$ cat src/rtl/seq_detector_param.sv
// Runtime-programmable serial pattern detector. It supports overlapping and
// non-overlapping matching, a qualified bit strobe and a saturating match counter.
module seq_detector_param #(
  parameter int MAX_LEN = 8,
  parameter int CNT_W   = 8,
  localparam int LW     = $clog2(MAX_LEN + 1)
) (
  input  logic               clock,
  input  logic               reset,
  input  logic               input_valid,
  input  logic               input_bit,
  input  logic               pattern_load,
  input  logic [MAX_LEN-1:0] pattern_in,
  input  logic [LW-1:0]      pattern_len_in,
  input  logic               overlap_en,
  input  logic               count_clear,
  output logic               output_indicator,
  output logic [CNT_W-1:0]   match_count,
  output logic [LW-1:0]      present_state,
  output logic               armed,
  output logic               cfg_error
);

  typedef enum logic [0:0] {
    IDLE = 1'b0,
    RUN  = 1'b1
  } state_t;

  state_t             state_r, state_s;
  logic [MAX_LEN-1:0] hist_r, hist_s;
  logic [MAX_LEN-1:0] pattern_r, pattern_s;
  logic [LW-1:0]      fill_r, fill_s;
  logic [LW-1:0]      len_r, len_s;
  logic               ind_r, ind_s;
  logic [CNT_W-1:0]   count_r, count_s;
  logic               err_r, err_s;
  logic               match_s;
  logic [LW-1:0]      fill_inc_s;
  logic [MAX_LEN-1:0] mask_s;

  // Next-state, history, fill and counter logic
  always_comb begin
    state_s    = state_r;
    hist_s     = hist_r;
    pattern_s  = pattern_r;
    fill_s     = fill_r;
    len_s      = len_r;
    ind_s      = 1'b0;
    err_s      = err_r;
    count_s    = count_r;
    match_s    = 1'b0;
    // Only the low len bits of the pattern take part in the compare
    mask_s     = {MAX_LEN{1'b1}} >> (LW'(MAX_LEN) - len_r);
    fill_inc_s = (fill_r < len_r) ? (fill_r + 1'b1) : len_r;

    if (pattern_load) begin
      pattern_s = pattern_in;
      len_s     = pattern_len_in;
      hist_s    = {MAX_LEN{1'b0}};
      fill_s    = {LW{1'b0}};
      if ((pattern_len_in == {LW{1'b0}}) || (pattern_len_in > LW'(MAX_LEN))) begin
        state_s = IDLE;
        err_s   = 1'b1;
      end else begin
        state_s = RUN;
        err_s   = 1'b0;
      end
    end else begin
      case (state_r)
        RUN: begin
          if (input_valid) begin
            hist_s = {hist_r[MAX_LEN-2:0], input_bit};
            fill_s = fill_inc_s;
            if ((fill_inc_s == len_r) && ((hist_s & mask_s) == (pattern_r & mask_s))) begin
              match_s = 1'b1;
              ind_s   = 1'b1;
              fill_s  = overlap_en ? len_r : {LW{1'b0}};
            end else begin
              match_s = 1'b0;
            end
          end else begin
            fill_s = fill_r;
          end
        end
        IDLE: begin
          fill_s = {LW{1'b0}};
        end
        default: begin
          state_s = IDLE;
          fill_s  = {LW{1'b0}};
        end
      endcase
    end

    // A clear beats a coincident match; the pulse itself is unaffected
    if (count_clear) begin
      count_s = {CNT_W{1'b0}};
    end else if (match_s && (count_r != {CNT_W{1'b1}})) begin
      count_s = count_r + 1'b1;
    end else begin
      count_s = count_r;
    end
  end

  // State and datapath registers with synchronous active-low reset
  always_ff @(posedge clock) begin
    if (!reset) begin
      state_r   <= IDLE;
      hist_r    <= {MAX_LEN{1'b0}};
      pattern_r <= {MAX_LEN{1'b0}};
      fill_r    <= {LW{1'b0}};
      len_r     <= {LW{1'b0}};
      ind_r     <= 1'b0;
      count_r   <= {CNT_W{1'b0}};
      err_r     <= 1'b0;
    end else begin
      state_r   <= state_s;
      hist_r    <= hist_s;
      pattern_r <= pattern_s;
      fill_r    <= fill_s;
      len_r     <= len_s;
      ind_r     <= ind_s;
      count_r   <= count_s;
      err_r     <= err_s;
    end
  end

  assign output_indicator = ind_r;
  assign match_count      = count_r;
  assign present_state    = fill_r;
  assign armed            = (state_r == RUN);
  assign cfg_error        = err_r;

endmodule
$ cat config.mk
export PLATFORM = sky130hd
export DESIGN_NAME = seq_detector_param
export DESIGN_NICKNAME = d
export VERILOG_FILES = /design/src/rtl/seq_detector_param.sv
export SDC_FILE = /design/constraint.sdc
export NUM_CORES = 1
export LEC_CHECK = 0
export BUFFER_PORTS_ARGS = -buffer_cell sky130_fd_sc_hd__buf_2
export CORE_MARGIN = 5
export CORE_UTILIZATION = 55
export DETAILED_ROUTE_END_ITERATION = 8
export GPL_TIMING_DRIVEN = 0
export MAX_ROUTING_LAYER = met4
export PLACE_DENSITY_LB_ADDON = 0.15
export SLEW_MARGIN = 20
export SYNTH_ARGS = -nofsm -noshare
export SYNTH_HDL_FRONTEND = slang
export SYNTH_SLANG_ARGS = --single-unit
$ cat constraint.sdc
create_clock -name clock -period 2.9 [get_ports clock]
set_input_delay 0.145 -clock clock [delete_from_list [all_inputs] [get_ports clock]]
set_output_delay 0.145 -clock clock [all_outputs]
set_load 0.02 [all_outputs]
==> impl_metrics.json, run 1 <==
{
  "status": "finished, final reports clean",
  "viasPerCell": 5.33,
  "r2r_cells": 10,
  "drt-wirelength-per-cell_um": 12.8,
  "grt_pass1_wl_mm": 6.53,
  "hold_class": "primary input to flop",
  "setup_tns_ns": 0,
  "hold_depth": 3,
  "netlist_area_sq_um": 1840,
  "clkLatencyLatePin_ns": 0.33,
  "synth_area_leader_cell": "dfxtp_1",
  "synth_cell_type_count": 38,
  "finalWirelength_mm": 3.77,
  "relSlewSlack_pct": 60.5,
  "synth-edff-count": 0,
  "fmax_mhz": 409,
  "async_flop_share_pct": 0,
  "syn_inst": 209,
  "finClkSkew_ns": 0.00987,
  "clock_sinks": 34,
  "grt_usage_pct": 19.5,
  "p_per_area_nw_per_um2": 417,
  "path_cells": "inv_1 > ha_1 > xor2_1 > a211o_1 > o21ai_0 > o22ai_2 > buf_6 > nor4_4 > xnor2_1 > nor2_1",
  "critPathArrivalTime_ns": 2.67,
  "cts.clk_slew.worst_paths_ns": 0.10,
  "final_cell_mix": "dfxtp_1, buf_2, nand2_1",
  "htree_num_levels": 2,
  "tightestPinTransition_ns": 0.586,
  "drtIter0Drc": 136,
  "drive_gt1_share_pct": 18.1,
  "cts_tree": "built",
  "ys.flop_type": "dfxtp_1",
  "std_cell_rows": 21,
  "min_from": "input_bit",
  "cp-end-kind": "flop",
  "nets": 275,
  "hold_buffers": 0,
  "drv_slew": 0,
  "ant_nets": 0,
  "postSynthAreaPerCell_sq_um": 8.82,
  "grt_max_degree": 11,
  "dp_hpwl_mm": 2.85,
  "r2r-start": "len_r[0]$_SDFFE_PN0P_",
  "dieArea_sq_um": 4610,
  "maxCapViolCount": 0,
  "fill_cells": 307,
  "vias": 1568,
  "layout_commonest_cell": "dfxtp_1",
  "post-cts-setup-buffer-count": 0,
  "seq_area_frac_synth_pct": 36.9,
  "required_ns": 3.13,
  "hold_violations": 0,
  "synth-seq-cells": 34,
  "yosys-top-cells-area": "dfxtp_1, mux2i_1, xor2_1",
  "rsz0062_at_grt": "no",
  "gp_congestion": 0.779,
  "core_area_sq_um": 3280,
  "timing.final.crit_share_pct": 84.3,
  "p_leak_nw": 0.920,
  "grt_pass1_vias": 1534,
  "grt-ovfl-total": 0,
  "cts_buffer_depth": 2,
  "antenna_cells": 0,
  "worstPathMaxFanout": 10,
  "synth_top_area_share_pct": 36.9,
  "io_buffers": 32,
  "grt_antenna_before_repair": 0,
  "start_util_pct": 56.1,
  "die_h_um": 67.9,
  "cts_resized": 0,
  "crit_start": "len_r[0]$_SDFFE_PN0P_",
  "fin_hold_ws_ns": 0.0738,
  "period_needed_ns": 2.44,
  "setup_viol": 0,
  "crit_path_max_incr_delay_ns": 0.48,
  "slowest_stage": "dfxtp_1",
  "critPathLaunchType": "flop",
  "area_growth_pct": 14.3,
  "syn_nets": 236,
  "drt-pass1-iter-count": 4,
  "cts_buffers": 5,
  "io_pins": 34,
  "peakVddDrop_uv": 328,
  "die_w_um": 67.9,
  "drcViolationCount": 0,
  "critPathKind": "flop to flop",
  "yosys_warnings": 0,
  "cts_root_buf": "clkbuf_4"
}
-- area by class of cell --
class                      count  area (sq um)  share of cell area [%]
timing repair buffer          32           160                    7.61
buffer                         9          42.5                    2.02
clock buffer                   7          45.0                    2.14
multi-input combinational    157          1090                    51.6
sequential                    34           681                    32.3
tap                           46          57.6                    2.73
inverter                       9          33.8                    1.60
-- sequential cells by signal, indices dropped and copies added (netlist names) --
name,count
armed,1
match_count,8
present_state,4
hist_r,7
len_r,4
output_indicator,1
cfg_error,1
pattern_r,8
-- cell families (layout without fill, tap and decap cells) --
| group | count (synthesis) | in the layout | synth area share (%) |
|---|---|---|---|
| adders and majority gates | 8 | 8 | 5.43 |
| AOI/OAI and AO/OA | 33 | 33 | 12.2 |
| muxes | 13 | 13 | 7.06 |
| buffers and inverters | 18 | 57 | 4.14 |
| DFF | 34 | 34 | 36.9 |
| and+or+nand+nor | 81 | 81 | 23.1 |
| xor gates and xnor gates | 22 | 22 | 11.2 |
-- synth_stat cells, types with 4 or more instances --
master	n
dfxtp_1	34
nand2_1	18
a21oi_1	13
mux2i_1	13
nor2_1	12
nor2b_1	12
xor2_1	12
nand3_1	10
nor3_1	9
o21ai_0	9
xnor2_1	9
ha_1	8
inv_1	8
and3_1	6
clkbuf_1	5
nand2b_1	4
-- worst paths after layout --
path                            endpoint  slack [ns]
min               hist_r[0]$_SDFFE_PP0P_        0.07
min reg2reg       hist_r[6]$_SDFFE_PP0P_        0.48
max reg2reg  match_count[4]$_SDFFE_PP0P_        0.46
max          match_count[4]$_SDFFE_PP0P_        0.46
-- per-stage QoR --
| stage | worst slack, ns | instances | utilization (%) | cell area, sq um | total power [mW] |
|---|---|---|---|---|---|
| CTS | 0.438 | 294 | 64.1 | 2110 | 0.891 |
| global placement | 0.494 | 287 | 62.7 | 2060 | 0.653 |
| detailed placement | 0.456 | 287 | 62.7 | 2060 | 0.656 |
| floorplan | 0.657 | 209 | - | 1840 | 0.612 |
| finish | 0.456 | 294 | 64.1 | 2110 | 0.879 |
| global route | 0.229 | 294 | 64.1 | 2110 | 0.940 |
-- per-layer routing --
| layer | up-vias | global-route usage [%] | share of wire (%) |
|---|---|---|---|
| li1 | 803 | - | - |
| met1 | 726 | 23.6 | 45 |
| met2 | 32 | 30.7 | 48 |
| met3 | 7 | 5.58 | 5.4 |
| met4 | 0 | 7.94 | 1.6 |
| met5 | - | - | 0 |
-- worst max-delay path: cells and delay by family (launching register included) --
kind	cells	cell delay (ns)
AO/OA/AOI/OAI	3	0.72
flip-flops	1	0.48
AND/OR/NAND/NOR	2	0.32
XOR/XNOR	2	0.31
buffers and inverters	2	0.29
adder cells (fa/ha/maj)	1	0.22
-- power by group --
group / internal, mW / total (mW) / leakage [nW] / switching [mW]
clock: 0.0913 / 0.234 / 0.0254 / 0.143
sequential: 0.479 / 0.492 / 0.277 / 0.0130
combinational: 0.0653 / 0.153 / 0.618 / 0.0875
No activity file was read; power rests on OpenSTA's default activity.
==> run 2: changes to the inputs <==
==> constraint.sdc (replaced) <==
create_clock -name clock -period 2.27 [get_ports clock]
set_input_delay 0.1135 -clock clock [delete_from_list [all_inputs] [get_ports clock]]
set_output_delay 0.1135 -clock clock [all_outputs]
set_load 0.02 [all_outputs]
==> impl_metrics.json, run 2 (synthesis results as in run 1) <==
{
  "cts_buffers": 5,
  "slowest_stage": "a2111oi_4",
  "crit_path_max_incr_delay_ns": 0.45,
  "cp_top_family": "compound AO/OA/AOI/OAI gates",
  "antenna_cells": 0,
  "layout_commonest_cell": "buf_2",
  "critPathArrivalTime_ns": 2.39,
  "cts.clk_slew.worst_paths_ns": 0.10,
  "period_needed_ns": 2.19,
  "crit_start": "present_state[2]$_SDFFE_PP0P_",
  "required_ns": 2.47,
  "path_cells": "and3_2 > xnor3_1 > a2111oi_4 > o22ai_4 > buf_2 > and3_1 > a21oi_1 > a31oi_1",
  "worstPathMaxFanout": 5,
  "final_cell_mix": "buf_2, dfxtp_1, nand2_1",
  "maxCapViolCount": 0,
  "relSlewSlack_pct": 62.2,
  "drcViolationCount": 0,
  "drt-pass1-iter-count": 4,
  "min_from": "input_bit",
  "cp-end-kind": "flop",
  "hold_class": "primary input to flop",
  "critPathKind": "flop to flop",
  "std_cell_rows": 21,
  "status": "finished, final reports clean",
  "peakVddDrop_uv": 429,
  "io_pins": 34,
  "cts_root_buf": "clkbuf_4",
  "drv_slew": 0,
  "finalWirelength_mm": 3.83,
  "finClkSkew_ns": 0.00814,
  "p_per_area_nw_per_um2": 522,
  "pwr-share-clk_pct": 25.9,
  "setup_viol": 0,
  "critPathLaunchType": "flop",
  "place_inst": 287,
  "cts_buffer_depth": 2,
  "grt_antenna_before_repair": 0,
  "vias": 1574,
  "grt_pass1_vias": 1534,
  "io_buffers": 32,
  "drtIter0Drc": 99,
  "dieArea_sq_um": 4610,
  "ant_nets": 0,
  "drive_gt1_share_pct": 25.7,
  "htree_num_levels": 2,
  "worst-path-buf-inv": 1,
  "sw_frac_of_total_pct": 27.8,
  "cts_tree": "built",
  "fmax_mhz": 456,
  "p_leak_nw": 0.947,
  "power.switching_mw": 0.320,
  "fin_hold_ws_ns": 0.0439,
  "core_area_sq_um": 3280,
  "area_growth_pct": 19.4,
  "intPower_mw": 0.829,
  "grt_usage_pct": 19.6,
  "finalNonFillerCells": 299,
  "start_util_pct": 56.1,
  "power_frac_seq_pct": 54.5,
  "die_w_um": 67.9,
  "power_mw": 1.15,
  "drt-wirelength-per-cell_um": 12.8,
  "dp_hpwl_mm": 2.85,
  "p_comb_share_pct": 19.6,
  "die_h_um": 67.9,
  "grt_pass1_wl_mm": 6.54,
  "r2r-start": "present_state[2]$_SDFFE_PP0P_",
  "clock_sinks": 34,
  "grt-ovfl-total": 0,
  "timing.final.crit_share_pct": 96.7,
  "grt_max_degree": 11,
  "rsz0062_at_grt": "yes",
  "gp_congestion": 0.779,
  "nets": 280,
  "clkLatencyLatePin_ns": 0.33,
  "viasPerCell": 5.26,
  "tightestPinTransition_ns": 0.566,
  "fill_cells": 292,
  "hold_violations": 0
}
==> run 2: area by class of cell <==
type / instances / area [sq um] / share of cell area [%]
inverters: 9 / 33.8 / 1.53
multi-input cells: 157 / 1130 / 51.4
plain buffers: 9 / 42.5 / 1.93
repair buffers: 37 / 195 / 8.87
clock buffers: 7 / 45.0 / 2.05
flip-flops and latches: 34 / 696 / 31.6
well taps: 46 / 57.6 / 2.62
==> run 2: metrics by stage <==
step	setup slack (ns)	TNS [ns]	util (%)	cell area (sq um)
2_1_floorplan	0.0268	0	-	1840
3_3_place_gp	-0.136	-0.620	62.7	2060
3_5_place_dp	-0.174	-1.06	62.7	2060
4_1_cts	0.000397	0	64.6	2120
5_1_grt	-0.0263	-0.0663	67.0	2200
6_report	0.0760	0	67.0	2200
==> run 2: per-layer routing <==
metal	track usage [%]	wire [um]	vias to the layer above
li1	-	-	809
met1	23.5	1740	724
met2	30.9	1810	32
met3	5.58	206	9
met4	8.44	77	0
met5	-	0	-
==> run 2: final timing paths <==
kind,endpoint,slack [ns],cells after the start
max,present_state[3]$_SDFFE_PP0P_,0.08,8
min reg2reg,hist_r[6]$_SDFFE_PP0P_,0.48,2
min,hist_r[0]$_SDFFE_PP0P_,0.04,3
max reg2reg,present_state[3]$_SDFFE_PP0P_,0.08,8
==> run 2: power by group through the flow <==
stage                     combinational (mW)  clock (mW)  sequential (mW)
final                                  0.225       0.298            0.626
after global routing                   0.251       0.348            0.629
after CTS                              0.197       0.313            0.630
after detailed placement               0.195           0            0.643
after global placement                 0.192           0            0.642
after floorplan                        0.140           0            0.643
==> run 2: what timing repair did <==
item,CTS,global route
gates resized for setup,9,13
pin swaps,1,6
gates cloned,0,1
hold buffers,0,0
endpoints found under the setup margin,9,12
buffers inserted,0,4
==> run 2: worst register-to-register path, delay by kind of cell (launching register included) <==
family / cells / cell delay (ns)
AND/OR/NAND/NOR: 2 / 0.40
AO/OA/AOI/OAI: 4 / 0.84
buffers and inverters: 1 / 0.17
XOR/XNOR: 1 / 0.26
flip-flops: 1 / 0.39
